`config.mk`:
```
export PLATFORM = sky130hd
export DESIGN_NAME = alu_issue_ctrl
export DESIGN_NICKNAME = d
export VERILOG_FILES = /design/src/rtl/alu_issue_ctrl.sv
export SDC_FILE = /design/constraint.sdc
export NUM_CORES = 1
export LEC_CHECK = 0
export ABC_AREA = 1
export CORE_ASPECT_RATIO = 1.75
export CORE_MARGIN = 5
export CORE_UTILIZATION = 50
export DETAILED_ROUTE_END_ITERATION = 10
export PLACE_DENSITY = 0.8
export SKIP_LAST_GASP = 1
export SLEW_MARGIN = 0
export SYNTH_ARGS = -nofsm -noshare
export SYNTH_HDL_FRONTEND = slang
export SYNTH_SLANG_ARGS = --single-unit
```
`constraint.sdc`:
```
create_clock -name clock -period 3.6 [get_ports clock]
set_input_delay 0.9 -clock clock [delete_from_list [all_inputs] [get_ports clock]]
set_output_delay 0.9 -clock clock [all_outputs]
set_load 0.03 [all_outputs]
```
`src/rtl/alu_issue_ctrl.sv`:
```
`default_nettype none
// ============================================================================
// Module   : alu_issue_ctrl
// Purpose  : decode-to-ALU issue gate with RAW/WAW scoreboard and MUL sequencer
// Revision : 1.0 - initial release
// ============================================================================

`ifndef INSTR_OPCODE_RANGE
`define INSTR_OPCODE_RANGE 5:0
`endif
`ifndef INSTR_MUL_OPCODE
`define INSTR_MUL_OPCODE 6'h0c
`endif

module alu_issue_ctrl #(
  parameter int MUL_LATENCY   = 5,
  parameter int RF_ADDR_WIDTH = 5,
  parameter int NUM_REGS      = 32
) (
  input  logic                            clock,
  input  logic                            reset,
  input  logic                            dec_valid,
  input  logic [`INSTR_OPCODE_RANGE]      dec_opcode,
  input  logic [RF_ADDR_WIDTH-1:0]        dec_rd_addr,
  input  logic [RF_ADDR_WIDTH-1:0]        dec_ra_addr,
  input  logic [RF_ADDR_WIDTH-1:0]        dec_rb_addr,
  input  logic                            dec_uses_ra,
  input  logic                            dec_uses_rb,
  input  logic                            dec_writes_rd,
  input  logic                            stall_alu,
  input  logic                            flush,
  input  logic                            wb_valid,
  input  logic [RF_ADDR_WIDTH-1:0]        wb_rd_addr,
  output logic                            dec_ready,
  output logic                            alu_issue_valid,
  output logic                            alu_issue_is_mul,
  output logic                            mul_done,
  output logic [RF_ADDR_WIDTH-1:0]        mul_dst_reg,
  output logic [NUM_REGS-1:0]             busy_regs,
  output logic [$clog2(MUL_LATENCY):0]    mul_count
);

  localparam int CW = $clog2(MUL_LATENCY) + 1;

  localparam logic [1:0] IDLE     = 2'd0;
  localparam logic [1:0] MUL_BUSY = 2'd1;
  localparam logic [1:0] MUL_DONE = 2'd2;

  localparam logic [CW-1:0] c_mul_last = CW'(MUL_LATENCY - 1);

  logic [1:0]               r_state;
  logic [CW-1:0]            r_mul_count;
  logic [RF_ADDR_WIDTH-1:0] r_mul_dst;
  logic [NUM_REGS-1:0]      r_busy;

  logic [NUM_REGS-1:0]      w_busy_bypass;
  logic [NUM_REGS-1:0]      w_busy_next;
  logic                     w_hazard;
  logic                     w_issue;
  logic                     w_is_mul;

  // A writeback landing this cycle releases its register to the instruction
  // being decoded now, so the scoreboard view is taken after the clear.
  always_comb begin
    w_busy_bypass = r_busy;
    if (wb_valid)
      w_busy_bypass[wb_rd_addr] = 1'b0;

    w_hazard = (dec_uses_ra   & w_busy_bypass[dec_ra_addr]) |
               (dec_uses_rb   & w_busy_bypass[dec_rb_addr]) |
               (dec_writes_rd & w_busy_bypass[dec_rd_addr]);

    // Gating with reset keeps every combinational output low while in reset.
    w_issue  = reset & dec_valid & (r_state == IDLE) & ~stall_alu & ~flush & ~w_hazard;
    w_is_mul = w_issue & (dec_opcode == `INSTR_MUL_OPCODE);

    w_busy_next = w_busy_bypass;
    if (w_issue && dec_writes_rd && (dec_rd_addr != '0))
      w_busy_next[dec_rd_addr] = 1'b1;
  end

  always_ff @(posedge clock or negedge reset) begin
    if (!reset)
      r_busy <= '0;
    else
      r_busy <= w_busy_next;
  end

  // The counter keeps running under stall; only the finished result waits.
  always_ff @(posedge clock or negedge reset) begin
    if (!reset) begin
      r_state     <= IDLE;
      r_mul_count <= '0;
      r_mul_dst   <= '0;
    end else begin
      case (r_state)
        IDLE: begin
          if (w_is_mul) begin
            r_state     <= MUL_BUSY;
            r_mul_count <= CW'(1);
            r_mul_dst   <= dec_rd_addr;
          end
        end
        MUL_BUSY: begin
          r_mul_count <= r_mul_count + CW'(1);
          if (r_mul_count == c_mul_last)
            r_state <= MUL_DONE;
        end
        MUL_DONE: begin
          if (!stall_alu) begin
            r_state     <= IDLE;
            r_mul_count <= '0;
          end
        end
        default: begin
          r_state     <= IDLE;
          r_mul_count <= '0;
        end
      endcase
    end
  end

  assign dec_ready        = w_issue;
  assign alu_issue_valid  = w_issue;
  assign alu_issue_is_mul = w_is_mul;
  assign mul_done         = (r_state == MUL_DONE);
  assign mul_dst_reg      = r_mul_dst;
  assign busy_regs        = r_busy;
  assign mul_count        = r_mul_count;

endmodule

`default_nettype wire

```
; After elaboration in Yosys (flattened, before gate mapping)
; Cells that the tools add are included.
; Widths: inputs -> output; s select.
[classes]
n_addsub = 1
bitwise_logic = 17
n_reduce_logical = 9
mux = 19
n_lt_le_gt_ge = 6
eq_ne = 7
[op_table]
columns = op, n
row1 = $mux 32, 2
row2 = $and 32x32->32, 1
row3 = $not 32->32, 1
row4 = $or 32x32->32, 1
row5 = $lt 5x6->1 const B, 4
row6 = $bmux 1 s5, 3
row7 = $pmux 4 s3, 1
row8 = $demux 1 s5, 2
row9 = $ge 5x1->1 const B, 2
row10 = $and 1x1->1, 9
row11 = $mux 4, 2
row12 = $eq 6x4->1 const B, 1
row13 = $mux 2, 3
row14 = $ne 2x2->1 const B, 3
row15 = $pmux 2 s3, 1
row16 = $mux 1, 5
row17 = $reduce_bool 5->1, 1
row18 = $add 4x1->4 const B, 1
row19 = $eq 4x3->1 const B, 1
row20 = $logic_and 1x1->1, 4
row21 = $reduce_and 2->1, 2
row22 = $not 1->1, 3
row23 = $reduce_and 3->1, 1
row24 = $eq 2x1->1 const B, 1
row25 = other kinds (3), 4
[totals]
inputBits = 35
out_inout_bits = 45
elab_cells = 63
register_bits = 43

; Logic depth before layout (Yosys ltp)
[depth]
word_depth = 17
mapped_depth = 21
ltp_nobuf = 20

; Least setup slack after synthesis
; No wires, ideal clock.
[synth_timing]
path_type = input-to-output
start = input port wb_rd_addr[2]
end = output port dec_ready
n_path_buf = 2
path_stages = 15
t_arrival_ps = 2488
slack_ps = 212
required_time_ps = 2700
cell_sequence = buf_2 inv_1 nor2_1 nand2_1 nand2_1 nand2_1 a21oi_1 nor3_1 nand2_1 nor2_1 nor2_2 and2_1 nand2_1 inv_1 buf_4
[synth_between]
elab_chain_len = 14
word_cells_on_any_way = 21
classes_between = 2 x order compare / 9 x mux / 9 x bitwise / 1 x reduce/logical
[synth_rtl]
columns = item, line
row1 = from (decl), 33  ; input logic [RF_ADDR_WIDTH-1:0] wb_rd_addr,
row2 = $lt 5x6->1 (not written as such) / $ge 5x1->1 (equally long branches), 67  ; w_busy_bypass[wb_rd_addr] = 1'b0;
row3 = $logic_and 1x1->1 (not written as such), 67
row4 = $mux 1 (not written as such), 67
row5 = $demux 1 s5 *, 67
row6 = $not 32->32 (no source line) *, --
row7 = $and 32x32->32 (no source line) *, --
row8 = $mux 32 *, 66  ; if (wb_valid)
row9 = $bmux 1 s5 (on tied branches), "69, 70"
row10 = $mux 1 (on tied branches), "69, 70"
row11 = $and 1x1->1 (on tied branches), "69, 70"
row12 = $or 1x1->1, 69  ; w_hazard = (dec_uses_ra & w_busy_bypass[dec_ra_addr]) |
row13 = $or 1x1->1 *, 70  ; (dec_uses_rb & w_busy_bypass[dec_rb_addr]) |
row14 = $not 1->1 *, 74  ; w_issue = reset & dec_valid & (r_state == IDLE) & ~stall_alu & ~flush & ~w_hazard;
row15 = $and 1x1->1 *, 74
row16 = to (decl), 34  ; output logic dec_ready,
; Mark *: on every way between the ends. The rest lies on a longest branch, timed or not. The select of a mux whose other input is x is not followed.

; Worst setup path after layout
[layout_timing]
start = input port wb_rd_addr[0]
end = register r_busy[28] (netlist: busy_regs[28])
[layout_between]
elab_chain_len = 17
word_cells_on_any_way = 25
classes_between = 2 x order compare / 10 x mux / 10 x bitwise / 3 x reduce/logical
[layout_rtl]
columns = item, line
row1 = $lt 5x6->1 (not written as such) / $ge 5x1->1 (equally long branches), 67
row2 = $logic_and 1x1->1 (not written as such), 67
row3 = $mux 1 (not written as such), 67
row4 = $demux 1 s5 *, 67
row5 = $not 32->32 (no source line) *, --
row6 = $and 32x32->32 (no source line) *, --
row7 = $mux 32 *, 66
row8 = $bmux 1 s5 (on tied branches), "69, 70"
row9 = $mux 1 (on tied branches), "69, 70"
row10 = $and 1x1->1 (on tied branches), "69, 70"
row11 = $or 1x1->1, 69
row12 = $or 1x1->1, 70
row13 = $not 1->1, 74
row14 = $and 1x1->1, 74
row15 = $logic_and 1x1->1 (2 in a row), 78  ; if (w_issue && dec_writes_rd && (dec_rd_addr != '0))
row16 = $mux 32 *, 78
row17 = net w_busy_next[28], 57  ; logic [NUM_REGS-1:0] w_busy_next;
row18 = to (signal assigned), 86  ; r_busy <= w_busy_next;
row19 = to (decl), 54  ; logic [NUM_REGS-1:0] r_busy;
; The timed path passes the listed nets; every way through them passes the cells marked *. The select of a mux whose other input is x is not followed.
; A chain may end at the register's enable or synchronous reset.

==> results.tsv <==
metric	value	unit
outcome	completed	
DR pass1 iterations	6	
Sw Ratio	31.7	%
starting density of the core	50.6	%
Pleak	2.58	nW
WP buf/inv	22	
most common cell in the netlist	nand2_1	
I/O pins	80	
combinational share of power	29.0	%
Syn. warnings	0	
area grow syn2layout	61.9	%
Critical Path Fanout Max	7	
crit end category	register	
drt drc	0	
WS Path Type	in2reg	
row count	39	
cell count of the worst hold path	2	
f_max	280	MHz
CORE AREA	6440	um2
largest net degree at the start of global routing	44	
GRT Overall Usage	34.7	%
top cells by count, synth	nand2_1 (178), nand3_1 (154), nor2_1 (54)	
Final Critical Period	3570	ps
ANT nets after route	0	
Synth Area in Adders	0.768	%
crit-path leading delay family	buffers and inverters	
Worst path depth	27	
Synth Area in XOR/XNOR	0	%
layout cell share with drive strength beyond 1	29.3	%
Power per Cell Area	279	nW/um2
initial antenna violation count	0	
maximum VDD drop	0.000516	V
DIE WIDTH	71.0	um
post-synth top area share	33.0	%
Post-synth EDFFs	0	
worst skew pair latency	290	ps
post-synth top area cell	dfrtp_1	
DR vias	4724	
worst min path class	reg2reg	
H-Tree Level Count	2	
CTS tree	yes	
Hold Fails Final Rpt	0	
slowest CP cell	buf_12	
Final setup violation count	0	
Final GP Congestion	1.01	
fin. max-slew vios	0	
sequential power share	35.7	%
Tightest Pin Transition	887	ps
largest family of logic cells by synthesized area	simple AND/OR/NAND/NOR gates	
register area share after synthesis	33.0	%
max incr delay on CP	130	ps
fin util	81.9	%
post-synthesis simple-gate area fraction	55.0	%
Cells after Synth	536	
Antenna diodes	0	
area occupied by multi-input gates	2160	um2
full die area	8290	um2
WL final	14400	um
register area	1080	um2
clock skew	6.83	ps
RR Startpoint	busy_regs[28]	
DP HPWL	9920	um
mux share of post-synthesis cell area	0	%
max cap viols	0	
period utilization	99.3	%
clk sink count	43	
PortBufs	79	
clock-pin slew on the worst setup and hold paths	60	ps
CP most frequent cell	buf_4	
CP startpoint kind	primary input	
Synth cell types	24	
First DRT Iteration DRCs	658	
Synth Register Bits	43	
Critical Path RT	3820	ps
Die Ht	117	um
synthesized cell area	3260	um2
Endpoint, Worst Hold	mul_dst_reg[1]	
Synth area leaders	dfrtp_1 (33%), nand3_1 (24%), nand2_1 (21%), nor2_1 (6.2%), inv_1 (4.8%)	
asr flop ratio synth	100	%
WL/cell	18.4	um
Synth Area in Compound Gates	2.84	%
Max transition margin	40.7	%
path depth of the worst reg2reg path	20	
syn avg cell area	6.08	um2
GR Overflow Total	0	
CP Data Arrival Time	3790	ps
smallest hold slack	486	ps
number of global-route vias before repair	4746	
Clock power frac	35.3	%
sw power	0.467	mW
R2R setup slack	750	ps
Num CTS Buffers	5	
hold_sp	mul_dst_reg[1]	
dominant synthesized flop cell	dfrtp_1	
Syn Nets	573	
vias per inst	6.05	
clk root buf	clkbuf_16	
nets@finish	735	
Reg-to-Reg End	busy_regs[28]	
P_int	1.01	mW
fillers	432	
max reg flops	32	
global-route wire length before repair	22700	um
Max clock buf depth	2	
==> worst min-delay path, cell delays in order (launching register included) <==
cell,delay [ps]
dfrtp_1,350
nand2_1,50
o21ai_0,50
==> routing by layer <==
metal / track usage [%] / wire, um
met1: 38.1 / 5040
met2: 60.7 / 7020
met3: 4.62 / 1120
met4: 25.1 / 1190
met5: 0 / 0
==> cells in the final DEF (no fill, tap or decap), types with 4 or more instances in the layout <==
cell	synthesis	routed
clkdlybuf4s50_1	0	64
buf_4	4	81
inv_2	8	13
nand2_2	0	39
o21ai_1	4	4
nor2_2	3	9
nor2_4	3	9
o21ai_0	6	5
dfrtp_1	43	43
nand3_2	1	6
clkbuf_16	0	5
nand3_1	154	147
nand2_1	178	136
nand4_1	7	7
nor2_1	54	42
inv_1	42	34
buf_12	0	6
buf_6	0	13
==> power groups by stage <==
| stage | registers [mW] | clock network (mW) | logic [mW] |
|---|---|---|---|
| floorplan | 0.566 | 0 | 0.144 |
| finish | 0.526 | 0.521 | 0.427 |
| CTS | 0.524 | 0.516 | 0.394 |
| detailed placement | 0.533 | 0 | 0.367 |
| global route | 0.528 | 0.542 | 0.460 |
| global placement | 0.533 | 0 | 0.360 |
==> stage by stage <==
| stage | TNS [ps] | power [mW] | instances | setup slack (ps) | instance area, um2 |
|---|---|---|---|---|---|
| finish | 0 | 1.47 | 781 | 26.1 | 5280 |
| detailed placement | -1160 | 0.900 | 730 | -395 | 4480 |
| floorplan | 0 | 0.711 | 536 | 212 | 3260 |
| CTS | 0 | 1.44 | 777 | 2.45 | 5070 |
| global placement | -990 | 0.892 | 730 | -332 | 4480 |
| global route | -43.7 | 1.53 | 781 | -13.7 | 5280 |
==> cell families (layout without fill, tap and decap cells) <==
family / Yosys count / count (layout)
buf+inv: 67 / 230
compound gates: 17 / 17
fa+ha+maj: 2 / 2
flops: 43 / 43
simple gates: 407 / 407
==> worst max-delay path by stage <==
| stage | from | to | slack (ps) |
|---|---|---|---|
| CTS | wb_valid | alu_issue_is_mul | 2 |
| detailed placement | wb_valid | dec_ready | -400 |
| finish | wb_rd_addr[0] | busy_regs[28] | 30 |
| global placement | wb_rd_addr[1] | alu_issue_valid | -330 |
| global route | dec_rd_addr[2] | dec_ready | -10 |
| floorplan | wb_rd_addr[2] | dec_ready | 210 |
==> layout make-up <==
class	count	share of cell area [%]
Tap cell	82	1.94
Timing Repair Buffer	172	29.8
Clock buffer	5	2.37
Clock inverter	3	0.830
Multi-Input combinational cell	426	40.9
Sequential cell	43	20.4
Inverter	50	3.70
==> what timing repair did <==
item,CTS,global route
hold buffers,0,0
setup buffers,39,4
gates cloned,0,0
endpoints found under the setup margin,3,5
gates resized for setup,66,75
pin swaps,18,17
No activity file was read; power rests on OpenSTA's default activity.
==> RTL change, RTL diff (same settings) <==
Put one more register stage on the output `mul_count`, cleared by the reset. The value now appears one clock later. The other outputs are not delayed to match.
--- a/src/rtl/alu_issue_ctrl.sv
+++ b/src/rtl/alu_issue_ctrl.sv
@@ -126,7 +126,13 @@
   assign mul_done         = (r_state == MUL_DONE);
   assign mul_dst_reg      = r_mul_dst;
   assign busy_regs        = r_busy;
-  assign mul_count        = r_mul_count;
+  always_ff @(posedge clock or negedge reset) begin
+    if (!reset) begin
+      mul_count <= '0;
+    end else begin
+      mul_count <= r_mul_count;
+    end
+  end
 
 endmodule
 
Formal check against the unedited RTL: not equivalent (a bounded check fails within 4 cycles, from zero or initial values and one cycle with reset low).
==> RTL change against the unedited design <==
  * Worst setup slack got worse by 5.4 ps
  * Sequential power rose by 12%
  * Clock power rose by 3%
  * Power rose by 10%
  * Count of clock-buffer cells in the layout did not move
  * Hold slack got worse by 53 ps
  * Wire length rose by 9.9%
  * Sequential cell count rose by 4
  * Critical endpoint is now alu_issue_valid
  * Critical path depth fell by 10
  * Cell area rose by 4.6%
  * Synthesized area rose by 6.8%
==> RTL change: results (changes against the unedited design) <==
* Skew final at 9.025 ps (was 6.826 ps)
* Lkg Pwr at 2.666 nW (was 2.584 nW)
* ClkCell Share at 0.03107 (was 0.03202)
* Final cell count without fillers at 790 (was 781)
* Worst path max stage delay at 210 ps (was 130 ps)
* Top post-synthesis cells by count: nand2_1, nand3_1, dfrtp_1, nor2_1, inv_1 (was nand2_1, nand3_1, nor2_1)
* Drt pass-1 iters at 5 (was 6)
* Status: completed (unchanged)
* Routability cong. at 0.9587 (was 1.014)
* Hold Path End: mul_count[0] (was mul_dst_reg[1])
* Layout cell share with drive strength beyond 1 at 0.2805 (was 0.2933)
* Total Wirelength at 15,790 um (was 14,370 um)
* WP data arrival at 2680 ps (was 3790 ps)
* Post_cts resized at 58 (was 66)
* Net Switching at 0.0005281 W (was 0.0004671 W)
* Multi-input gate area at 0.002213 mm2 (was 0.002158 mm2)
* Met1 GRT Util at 0.3990 (was 0.3810)
* Critical path type: in2out (was in2reg)
* Register area share after synthesis at 0.3381 (was 0.3303)
* Crit-path leading delay family: simple AND/OR/NAND/NOR gates (was buffers and inverters)
* Sequential Area at 0.001176 mm2 (was 0.001076 mm2)
* Relative slew slack at 0.4802 (was 0.4073)
* Initial drt markers at 516 (was 658)
* First-pass GRT wire length at 23,730 um (was 22,650 um)
* Slowest CP cell: nor2_4 (was buf_12)
* Bufs w/o clock at 178 (was 172)
* Capturing point of the worst reg2reg path: busy_regs[17] (was busy_regs[28])
* Critical path peak fanout at 5 (was 7)
* Largest net degree at the start of global routing at 48 (was 44)
* Placed Area at 0.004830 mm2 (was 0.004479 mm2)
* Via count at 4,779 (was 4,724)
* Clk pwr share at 0.332 (was 0.353)
* Multi-input gate count at 420 (was 426)
* Hold Startpoint: r_mul_count[0] (was mul_dst_reg[1])
* Post-Syn Nets at 574 (was 573)
* Area contributors post-synth: dfrtp_1, nand3_1, nand2_1 (unchanged)
* CP startpoint: wb_rd_addr[2] (was wb_rd_addr[0])
* Unique masters post-synth at 29 (was 24)
* Met2 wire len at 7831 um (was 7021 um)
* Met3 global-route usage at 0.04077 (was 0.04615)
* R2R Setup Slk at 780 ps (was 750 ps)
* Placed Cells at 749 (was 730)
* Vias in the first global route at 4,634 (was 4,746)
-- RTL change: cell types whose count changed in the layout (fill, tap and decap cells not counted), moves of 5 or more --
cell / unedited run / this run
buf_4: 81 / 91
nand2_2: 39 / 22
nand3_1: 147 / 117
buf_6: 13 / 8
nand4_1: 7 / 34
nand2_1: 136 / 141
o21ai_1: 4 / 9
-- RTL change: per-stage QoR --
| step | util | worst slack, ps |
|---|---|---|
| 2_1_floorplan | - | 233.1 |
| 3_3_place_gp | 0.7096 | -459.9 |
| 6_report | 0.8107 | 20.76 |
| 5_1_grt | 0.8107 | -83.26 |
| 3_5_place_dp | 0.7096 | -510.1 |
| 4_1_cts | 0.7779 | 0.1399 |
-- RTL change: kinds of logic (layout without fill, tap and decap cells) --
kind of cell | Yosys count | in the layout | share of synthesized area
adders and majority gates | 2 | 2 | 0.007193
and+or+nand+nor | 393 | 394 | 0.5273
buffers and inverters | 71 | 239 | 0.08957
DFF | 47 | 47 | 0.3381
AOI/OAI and AO/OA | 24 | 24 | 0.03777
